`config.mk`:
```
export PLATFORM = sky130hd
export DESIGN_NAME = ntt_input_loader_flat
export DESIGN_NICKNAME = d
export VERILOG_FILES = /design/src/rtl/ntt_input_loader_if.sv /design/src/rtl/ntt_input_loader.sv /design/src/flat_wrapper.sv
export SDC_FILE = /design/constraint.sdc
export NUM_CORES = 1
export LEC_CHECK = 0
export BUFFER_PORTS_ARGS = -buffer_cell sky130_fd_sc_hd__buf_2
export CAP_MARGIN = 15
export CELL_PAD_IN_SITES_DETAIL_PLACEMENT = 1
export CELL_PAD_IN_SITES_GLOBAL_PLACEMENT = 1
export CORE_MARGIN = 8
export CORE_UTILIZATION = 48
export DETAILED_ROUTE_END_ITERATION = 12
export HOLD_SLACK_MARGIN = 0.06
export PLACE_DENSITY = 0.84
export SETUP_SLACK_MARGIN = 0.5
export SYNTH_ARGS = -nofsm -noshare
export SYNTH_HDL_FRONTEND = slang
export SYNTH_SLANG_ARGS = --single-unit
```
`constraint.sdc`:
```
create_clock -name clk -period 4.2 [get_ports clk]
set_input_delay 0.21 -clock clk [delete_from_list [all_inputs] [get_ports clk]]
set_output_delay 0.21 -clock clk [all_outputs]
set_load 0.01 [all_outputs]
```
`src/rtl/ntt_input_loader_if.sv`:
```
// Streaming coefficient input and frame output bundle for the NTT input loader.
// The master modport is the side that feeds coefficients in and takes frames out.
`timescale 1ns/1ps
interface ntt_input_loader_if #(
    parameter int W = 32,
    parameter int N = 8
);
    logic         in_valid;
    logic         in_ready;
    logic [W-1:0] in_data;
    logic         in_last;
    logic         in_mode;
    logic         out_valid;
    logic         out_ready;
    logic [W-1:0] out_data [0:N-1];
    logic         out_mode;

    modport master (
        output in_valid, in_data, in_last, in_mode, out_ready,
        input  in_ready, out_valid, out_data, out_mode
    );

    modport slave (
        input  in_valid, in_data, in_last, in_mode, out_ready,
        output in_ready, out_valid, out_data, out_mode
    );
endinterface

```
`src/rtl/ntt_input_loader.sv`:
```
// Ping-pong frame loader: gathers N reduced coefficients per bank and presents
// a complete, zero-padded frame to the NTT core while the other bank fills.
`timescale 1ns/1ps
module ntt_input_loader #(
    parameter int          W         = 32,
    parameter int          N         = 8,
    parameter int unsigned Modulus_Q = 12289999
) (
    input  logic                clk,
    input  logic                reset,
    ntt_input_loader_if.slave   bus,
    output logic                len_err,
    output logic                range_err,
    output logic [15:0]         frame_cnt
);
    localparam int IW = $clog2(N);
    localparam int CW = $clog2(N + 1);

    localparam logic [1:0] ST_EMPTY   = 2'd0;
    localparam logic [1:0] ST_FILLING = 2'd1;
    localparam logic [1:0] ST_FULL    = 2'd2;

    localparam logic [W-1:0] Q1 = W'(Modulus_Q);
    localparam logic [W-1:0] Q2 = W'(2 * Modulus_Q);

    logic [W-1:0]  mem   [0:1][0:N-1];
    logic [1:0]    state [0:1];
    logic [CW-1:0] fill  [0:1];
    logic          mode  [0:1];

    logic          wr_bank;
    logic          rd_bank;
    logic [IW-1:0] wr_idx;

    logic          in_ready_i;
    logic          out_valid_i;
    logic          accept;
    logic          consume;
    logic          at_end;
    logic          close;
    logic [W-1:0]  reduced;

    assign in_ready_i  = (state[wr_bank] != ST_FULL);
    assign out_valid_i = (state[rd_bank] == ST_FULL);
    assign accept      = bus.in_valid && in_ready_i;
    assign consume     = out_valid_i && bus.out_ready;
    assign at_end      = (wr_idx == IW'(N - 1));
    assign close       = bus.in_last || at_end;
    assign reduced     = (bus.in_data >= Q1) ? (bus.in_data - Q1) : bus.in_data;

    assign bus.in_ready  = in_ready_i;
    assign bus.out_valid = out_valid_i;
    assign bus.out_mode  = mode[rd_bank];

    // NOTE: coefficient storage has no reset; stale words are hidden by the fill-count mask.
    always_ff @(posedge clk) begin
        if (accept) begin
            mem[wr_bank][wr_idx] <= reduced;
        end
    end

    // NOTE: all registered state uses non-blocking assignment so every update sees pre-edge values.
    // A close and a consume never target the same bank, so both updates can coexist in one cycle.
    always_ff @(posedge clk or posedge reset) begin
        if (reset) begin
            for (int b = 0; b < 2; b++) begin
                state[b] <= ST_EMPTY;
                fill[b]  <= '0;
                mode[b]  <= 1'b0;
            end
            wr_bank   <= 1'b0;
            rd_bank   <= 1'b0;
            wr_idx    <= '0;
            len_err   <= 1'b0;
            range_err <= 1'b0;
            frame_cnt <= '0;
        end else begin
            len_err   <= accept && close && (bus.in_last != at_end);
            range_err <= accept && (bus.in_data >= Q2);

            if (consume) begin
                state[rd_bank] <= ST_EMPTY;
                fill[rd_bank]  <= '0;
                rd_bank        <= ~rd_bank;
                frame_cnt      <= frame_cnt + 16'd1;
            end

            if (accept) begin
                if (wr_idx == '0) begin
                    mode[wr_bank]  <= bus.in_mode;
                    state[wr_bank] <= ST_FILLING;
                end
                if (close) begin
                    fill[wr_bank]  <= CW'(wr_idx) + CW'(1);
                    state[wr_bank] <= ST_FULL;
                    wr_bank        <= ~wr_bank;
                    wr_idx         <= '0;
                end else begin
                    wr_idx <= wr_idx + IW'(1);
                end
            end
        end
    end

    // NOTE: every output element is assigned on each pass, so no latch can be inferred.
    always_comb begin
        for (int i = 0; i < N; i++) begin
            bus.out_data[i] = (CW'(i) < fill[rd_bank]) ? mem[rd_bank][i] : '0;
        end
    end
endmodule

```
`src/flat_wrapper.sv`:
```
// flat-port wrapper written by rule: the top's interface ports become plain ports
module ntt_input_loader_flat 
#(
    parameter int          W         = 32,
    parameter int          N         = 8,
    parameter int unsigned Modulus_Q = 12289999
)
  (clk, reset, len_err, range_err, frame_cnt, bus_in_valid, bus_in_data, bus_in_last, bus_in_mode, bus_out_ready, bus_in_ready, bus_out_valid, bus_out_data, bus_out_mode);
  ntt_input_loader_if #(.W(W), .N(N)) bus_i ();
  input  logic clk;
  input  logic reset;
  output logic len_err;
  output logic range_err;
  output logic [15:0] frame_cnt;
  input wire logic [$bits(bus_i.in_valid)-1:0] bus_in_valid;
  input wire logic [$bits(bus_i.in_data)-1:0] bus_in_data;
  input wire logic [$bits(bus_i.in_last)-1:0] bus_in_last;
  input wire logic [$bits(bus_i.in_mode)-1:0] bus_in_mode;
  input wire logic [$bits(bus_i.out_ready)-1:0] bus_out_ready;
  output wire logic [$bits(bus_i.in_ready)-1:0] bus_in_ready;
  output wire logic [$bits(bus_i.out_valid)-1:0] bus_out_valid;
  output wire logic [$bits(bus_i.out_data)-1:0] bus_out_data;
  output wire logic [$bits(bus_i.out_mode)-1:0] bus_out_mode;
  assign bus_i.in_valid = bus_in_valid;
  assign bus_i.in_data = bus_in_data;
  assign bus_i.in_last = bus_in_last;
  assign bus_i.in_mode = bus_in_mode;
  assign bus_i.out_ready = bus_out_ready;
  assign bus_in_ready = bus_i.in_ready;
  assign bus_out_valid = bus_i.out_valid;
  assign bus_out_data = {>>{bus_i.out_data}};
  assign bus_out_mode = bus_i.out_mode;
  ntt_input_loader #(.W(W), .N(N), .Modulus_Q(Modulus_Q)) u_core (.clk(clk), .reset(reset), .bus(bus_i), .len_err(len_err), .range_err(range_err), .frame_cnt(frame_cnt));
endmodule
```
# == Word level (Yosys, flattened, before mapping) ==
# Memories as Yosys holds them, arrays and structs flattened.
# Cells that the tools add are included.
# totals
rom_bits,0
mem_bits_rw,512
latch_bits,0
wordCells,110
mem_count,1
regBits,37
input_bits,38
output_inout_bits,277
# op_classes
n_bitwise,15
div_mod_pow,0
n_reduce_logical,12
shift,0
eq_ne,4
addsub,4
n_lt_le_gt_ge,16
muxes,46
mul,0
# memory_table
name,words,width,rd,rd_ports_with_merged_regs,wr,line,text
u_core.mem,2,256,1,0,1,ntt_input_loader.sv:26,logic [W-1:0] mem [0:1][0:N-1];
# op_table
operator,count
2-to-1 mux 32 bit,10
2-to-1 mux 256 bit,1
demux 32 bit (select 3 bit),1
2-to-1 mux 4 bit,10
">= comparator 32 x 24 -> 1 bit, second input constant",1
">= comparator 32 x 25 -> 1 bit, second input constant",1
"subtractor 32 x 24 -> 32 bit, second input constant",1
2-to-1 mux 8 bit,3
"adder 16 x 1 -> 16 bit, second input constant",1
"< comparator 3 x 4 -> 1 bit, first input constant",4
2-to-1 mux 2 bit,8
AND 8 bit,1
bitwise mux 8 bit,1
demux 4 bit (select 1 bit),2
logical AND 1 bit,8
"< comparator 1 x 4 -> 1 bit, first input constant",2
"< comparator 2 x 4 -> 1 bit, first input constant",2
NOT 8 bit,1
2-to-1 mux 1 bit,5
"adder 3 x 1 -> 4 bit, second input constant",1
AND 2 bit,2
AND 4 bit,1
demux 2 bit (select 1 bit),2
">= comparator 2 bit, second input constant",2
other kinds (20),26

# == Logic depth before layout (Yosys ltp) ==
# depth
word_depth,14
ltp_mapped,8
ltp_nobuf,7

# == Worst setup path before layout ==
# OpenSTA, ideal clock, no wires.
# synth_timing
path_type,reg-to-reg
from,register u_core.wr_bank
to,memory u_core.mem[0][128] in the netlist's numbering (enable)
setup_ps,461
required_time_ps,3739
t_arrival_ps,3383
synth_period_minus_slack_ps,3844
slack_ps,356
path_buffers,1
path_stages_with_launch,7
cell_sequence,dfrtp_1 > nand3b_1 > o211ai_1 > clkbuf_1 > inv_1 > nand3_1 > nor3_1
# synth_between
elab_chain_len,8
# synth_lines
element,line,text
from (decl),ntt_input_loader.sv:31,logic wr_bank;
from (signal assigned),ntt_input_loader.sv:96,wr_bank <= ~wr_bank;
NOT 1 -> 2 bit (implied by the code),ntt_input_loader.sv:43,assign in_ready_i = (state[wr_bank] != ST_FULL);
2-to-1 mux 2 bit (implied by the code) (3 in a row),ntt_input_loader.sv:43,
!= test 2 bit,ntt_input_loader.sv:43,
logical AND 1 bit,ntt_input_loader.sv:45,assign accept = bus.in_valid && in_ready_i;
2-to-1 mux 1 bit,ntt_input_loader.sv:57,if (accept) begin
2-to-1 mux 256 bit (implied by the code),ntt_input_loader.sv:58,mem[wr_bank][wr_idx] <= reduced;
to (decl),ntt_input_loader.sv:26,
# Several ways; a longest one is shown, not always the timed one. The select of a mux whose other input is x is not followed.

# == Worst setup path in the final report ==
# layout_timing
from,input port bus_in_data[30]
to,"memory u_core.mem[1][80] in the netlist's numbering, data pin"
# layout_between
elab_chain_len,2
# layout_lines
element,line,text
from (decl),flat_wrapper.sv:16,input wire logic [$bits(bus_i.in_data)-1:0] bus_in_data;
>= comparator 32 x 24 -> 1 bit,ntt_input_loader.sv:49,assign reduced = (bus.in_data >= Q1) ? (bus.in_data - Q1) : bus.in_data;
2-to-1 mux 32 bit,ntt_input_loader.sv:49,
named net u_core.reduced[16],ntt_input_loader.sv:41,logic [W-1:0] reduced;
# The timed path passes the listed nets, and every way through them passes these cells.

==> impl_metrics.yaml <==
critical_path:
  path_class: "in2reg"
  critical_path_arrival_ns: 3.76
  cp.required_ns: 4.43
  cp_cell_sequence: "dlygate4sd3_1 > buf_2 > or4_4 > or4_4 > a2111o_1 > and3_1 > xor2_1"
  critPathLaunchType: "primary input"
  cp-end-kind: "flop"
  endpoint: "u_core.mem[1][80]"
  cpMostUsedCell: "or4_4"
  critPathLaunch: "bus_in_data[30]"
  cp_top_family: "simple AND/OR/NAND/NOR gates"
  crit_buf_inv: 2
  cp.depth: 7
  r2r_end: "u_core.mem[0][26]"
  r2r_start: "u_core.wr_bank"
  rr_worst_depth: 7
  critPathSlowestCell: "xor2_1"
  cp_max_fo: 16
  critPathMaxStageDelay_ns: 0.91
  rrSetupSlack_ns: 1.09
clocking:
  cts_made_buffers: 55
  cts_buffer_depth: 3
  clkSlewWorstSetupHoldPaths_ns: 0.06
  root_buffer: "clkbuf_16"
  htreeDepth: 2
  clk_latency_ns: 0.61
  cts_sinks: 549
  cts_tree: "done"
detailed_routing:
  firstDrtPassIters: 5
  routed-via-count: 13900
  drc_errors: 0
  wl_mm: 70.10
  routedWlPerCell_um: 28.84
  drtIter0Drc: 1411
  ant_nets: 0
  via_per_inst: 5.717
logic_synthesis:
  synth-edff-count: 512
  syn_area_mm2: 0.02193
  syn_avg_cell_area_um2: 15.63
  syn_inst: 1403
  yosys_most_used_dff: "edfxtp_1"
  synth_common_cells: "edfxtp_1 (512), nor2_1 (284), mux2i_1 (258)"
  yosysWarnings: 0
  ys_seq_area_frac: 0.7431
  async_flop_share: 0.06740
  yosysUniqueCellTypes: 60
  netlist.area_leader.share: 0.7009
  synth_seq_cells: 549
  synth.most_common_cell: "edfxtp_1"
  yosysTopAreaCell: "edfxtp_1"
  synthTopCellsByArea: "edfxtp_1 (70%), mux2i_1 (12%), nor2_1 (4.9%)"
  syn_nets: 1448
power:
  clock_power_share: 0.277
  internal-power_mw: 11.40
  swShare: 0.3500
  power_density_mw_per_mm2: 656.1
  p_total_mw: 17.53
  power.leakage_nw: 10.69
  pwr-share-seq: 0.394
  comb_power_share: 0.330
  p_switching_mw: 6.135
  vdd_drop_max_mv: 0.3709
die:
  die_area_mm2: 0.05279
  core_mm2: 0.04528
  row_count: 78
  die_w_um: 229.8
  pin_count: 315
  fp.dieH_um: 229.8
  initial_utilization: 0.4844
global_routing:
  grt_util_all_layers: 0.2570
  grt_max_degree: 71
  grt_pass1_vias: 14870
  grt_pass1_wl_mm: 100.9
  gr-total-overflow: 0
  antenna_found_initial: 15
timing:
  fin_ws_ns: 0.6622
  relSlewSlack: 0.1936
  period_share: 0.8423
  finClkSkew_ns: 0.02505
  rsz0062_at_grt: "no"
  worst_pin_slew_ns: 1.201
  fmax_ghz: 0.2827
  hold_violations: 0
  tns_ns: 0
  setup_viol: 0
  report.final.slew_viol_count: 0
  period_needed_ns: 3.538
flow_run:
  cap_violations: 0
placement:
  gp_congestion: 0.8676
  dp_cells: 2304
  portBuffers: 314
  post-dp-hpwl_mm: 46.17
  pre_cts_ws_ns: 0.5682
cells_and_area:
  area_growth_pct: 21.81
  num-nets-final: 1826
  finalNonFillerCells: 2431
  drive_above_1_share: 0.2798
run_status:
  status: "completed"
min_path:
  hp-class: "in2reg"
-- area by class of cell --
class	instances	area, um2
clock inverters	23	254.0
inverters	9	33.78
diodes	8	20.02
repair buffers	388	2282
flip-flops and latches	549	16300
well taps	600	750.7
multi-input cells	778	5568
clock buffers	76	1506
fillers	4344	18560
-- timing repair --
| action | in CTS | in global routing |
|---|---|---|
| setup endpoints to repair | 69 | 1 |
| hold buffers | 4 | 2 |
| hold endpoints to repair | 43 | 5 |
| pin swaps | 1 | 0 |
| setup buffers | 4 | 0 |
| resized for setup | 1 | 2 |
-- worst min-delay path, stage by stage --
cell and delay (ns):
buf_2 0.14, nand4_2 0.08, xnor2_1 0.10
-- metal layers --
layer / track usage / up-vias / wire [um]
li1: - / 5965 / -
met3: 0.05762 / 125 / 4418
met4: 0.08434 / 14 / 1974
met2: 0.4409 / 557 / 35530
met5: 0 / - / 92
met1: 0.3207 / 7238 / 28090
-- cell usage in the layout (no fill, tap or decap), drive strengths merged, types with 7 or more instances in the layout --
cell type    n
mux2         7
ha           7
nand4        9
nand3       27
xor2        10
nor3         9
clkinv      16
inv         10
xnor2       33
nor2       284
buf        382
nand2       41
diode        8
dfrtp       37
o21ai       14
nor4         7
edfxtp     512
mux2i      258
clkbuf      76
-- stage by stage --
step,utilization,cell area [um2],hold WS [ns]
final,0.5900,26720,0.1161
after global routing,0.5900,26720,0.1160
after CTS,0.5862,26540,0.08286
after detailed placement,0.5456,24710,0.3577
after global placement,0.5455,24700,0.3424
after floorplan,-,21950,0.3617
-- cell families after synthesis --
logic type,share of synthesized area
xor gates and xnor gates,0.01717
adders and majority gates,0.003993
buffers and inverters,0.01409
and+or+nand+nor,0.08368
muxes,0.1213
DFF,0.7431
AOI/OAI and AO/OA,0.01660
-- worst min-delay path by stage --
| stage | start | to | slack, ns | cells after the start |
|---|---|---|---|---|
| detailed placement | reset | u_core.frame_cnt[13] | 0.36 | 3 |
| finish | bus_in_data[7] | u_core.mem[1][40] | 0.12 | 3 |
| CTS | bus_in_valid | u_core.fill[3] | 0.08 | 3 |
| global route | bus_in_data[10] | u_core.mem[0][42] | 0.12 | 2 |
| global placement | reset | u_core.frame_cnt[15] | 0.34 | 3 |
| floorplan | bus_in_mode | u_core.mode[0] | 0.36 | 1 |
-- power by group through the flow --
stage | combinational, mW | sequential (mW) | clock (mW)
3_5_place_dp | 5.71 | 7.01 | 0
3_3_place_gp | 5.55 | 6.95 | 0
5_1_grt | 6.12 | 6.94 | 5.08
4_1_cts | 5.79 | 6.90 | 4.91
6_report | 5.78 | 6.90 | 4.85
2_1_floorplan | 3.29 | 6.83 | 0
-- flip-flops by register name, indices dropped and copies added, names as in the netlist --
name and count:
u_core.range_err 1, u_core.wr_idx 3, u_core.len_err 1, u_core.mem 512, u_core.rd_bank 1, u_core.mode 2, u_core.wr_bank 1, u_core.frame_cnt 16
u_core.state 4, u_core.fill 8
Power figures use the tool's default switching activity.
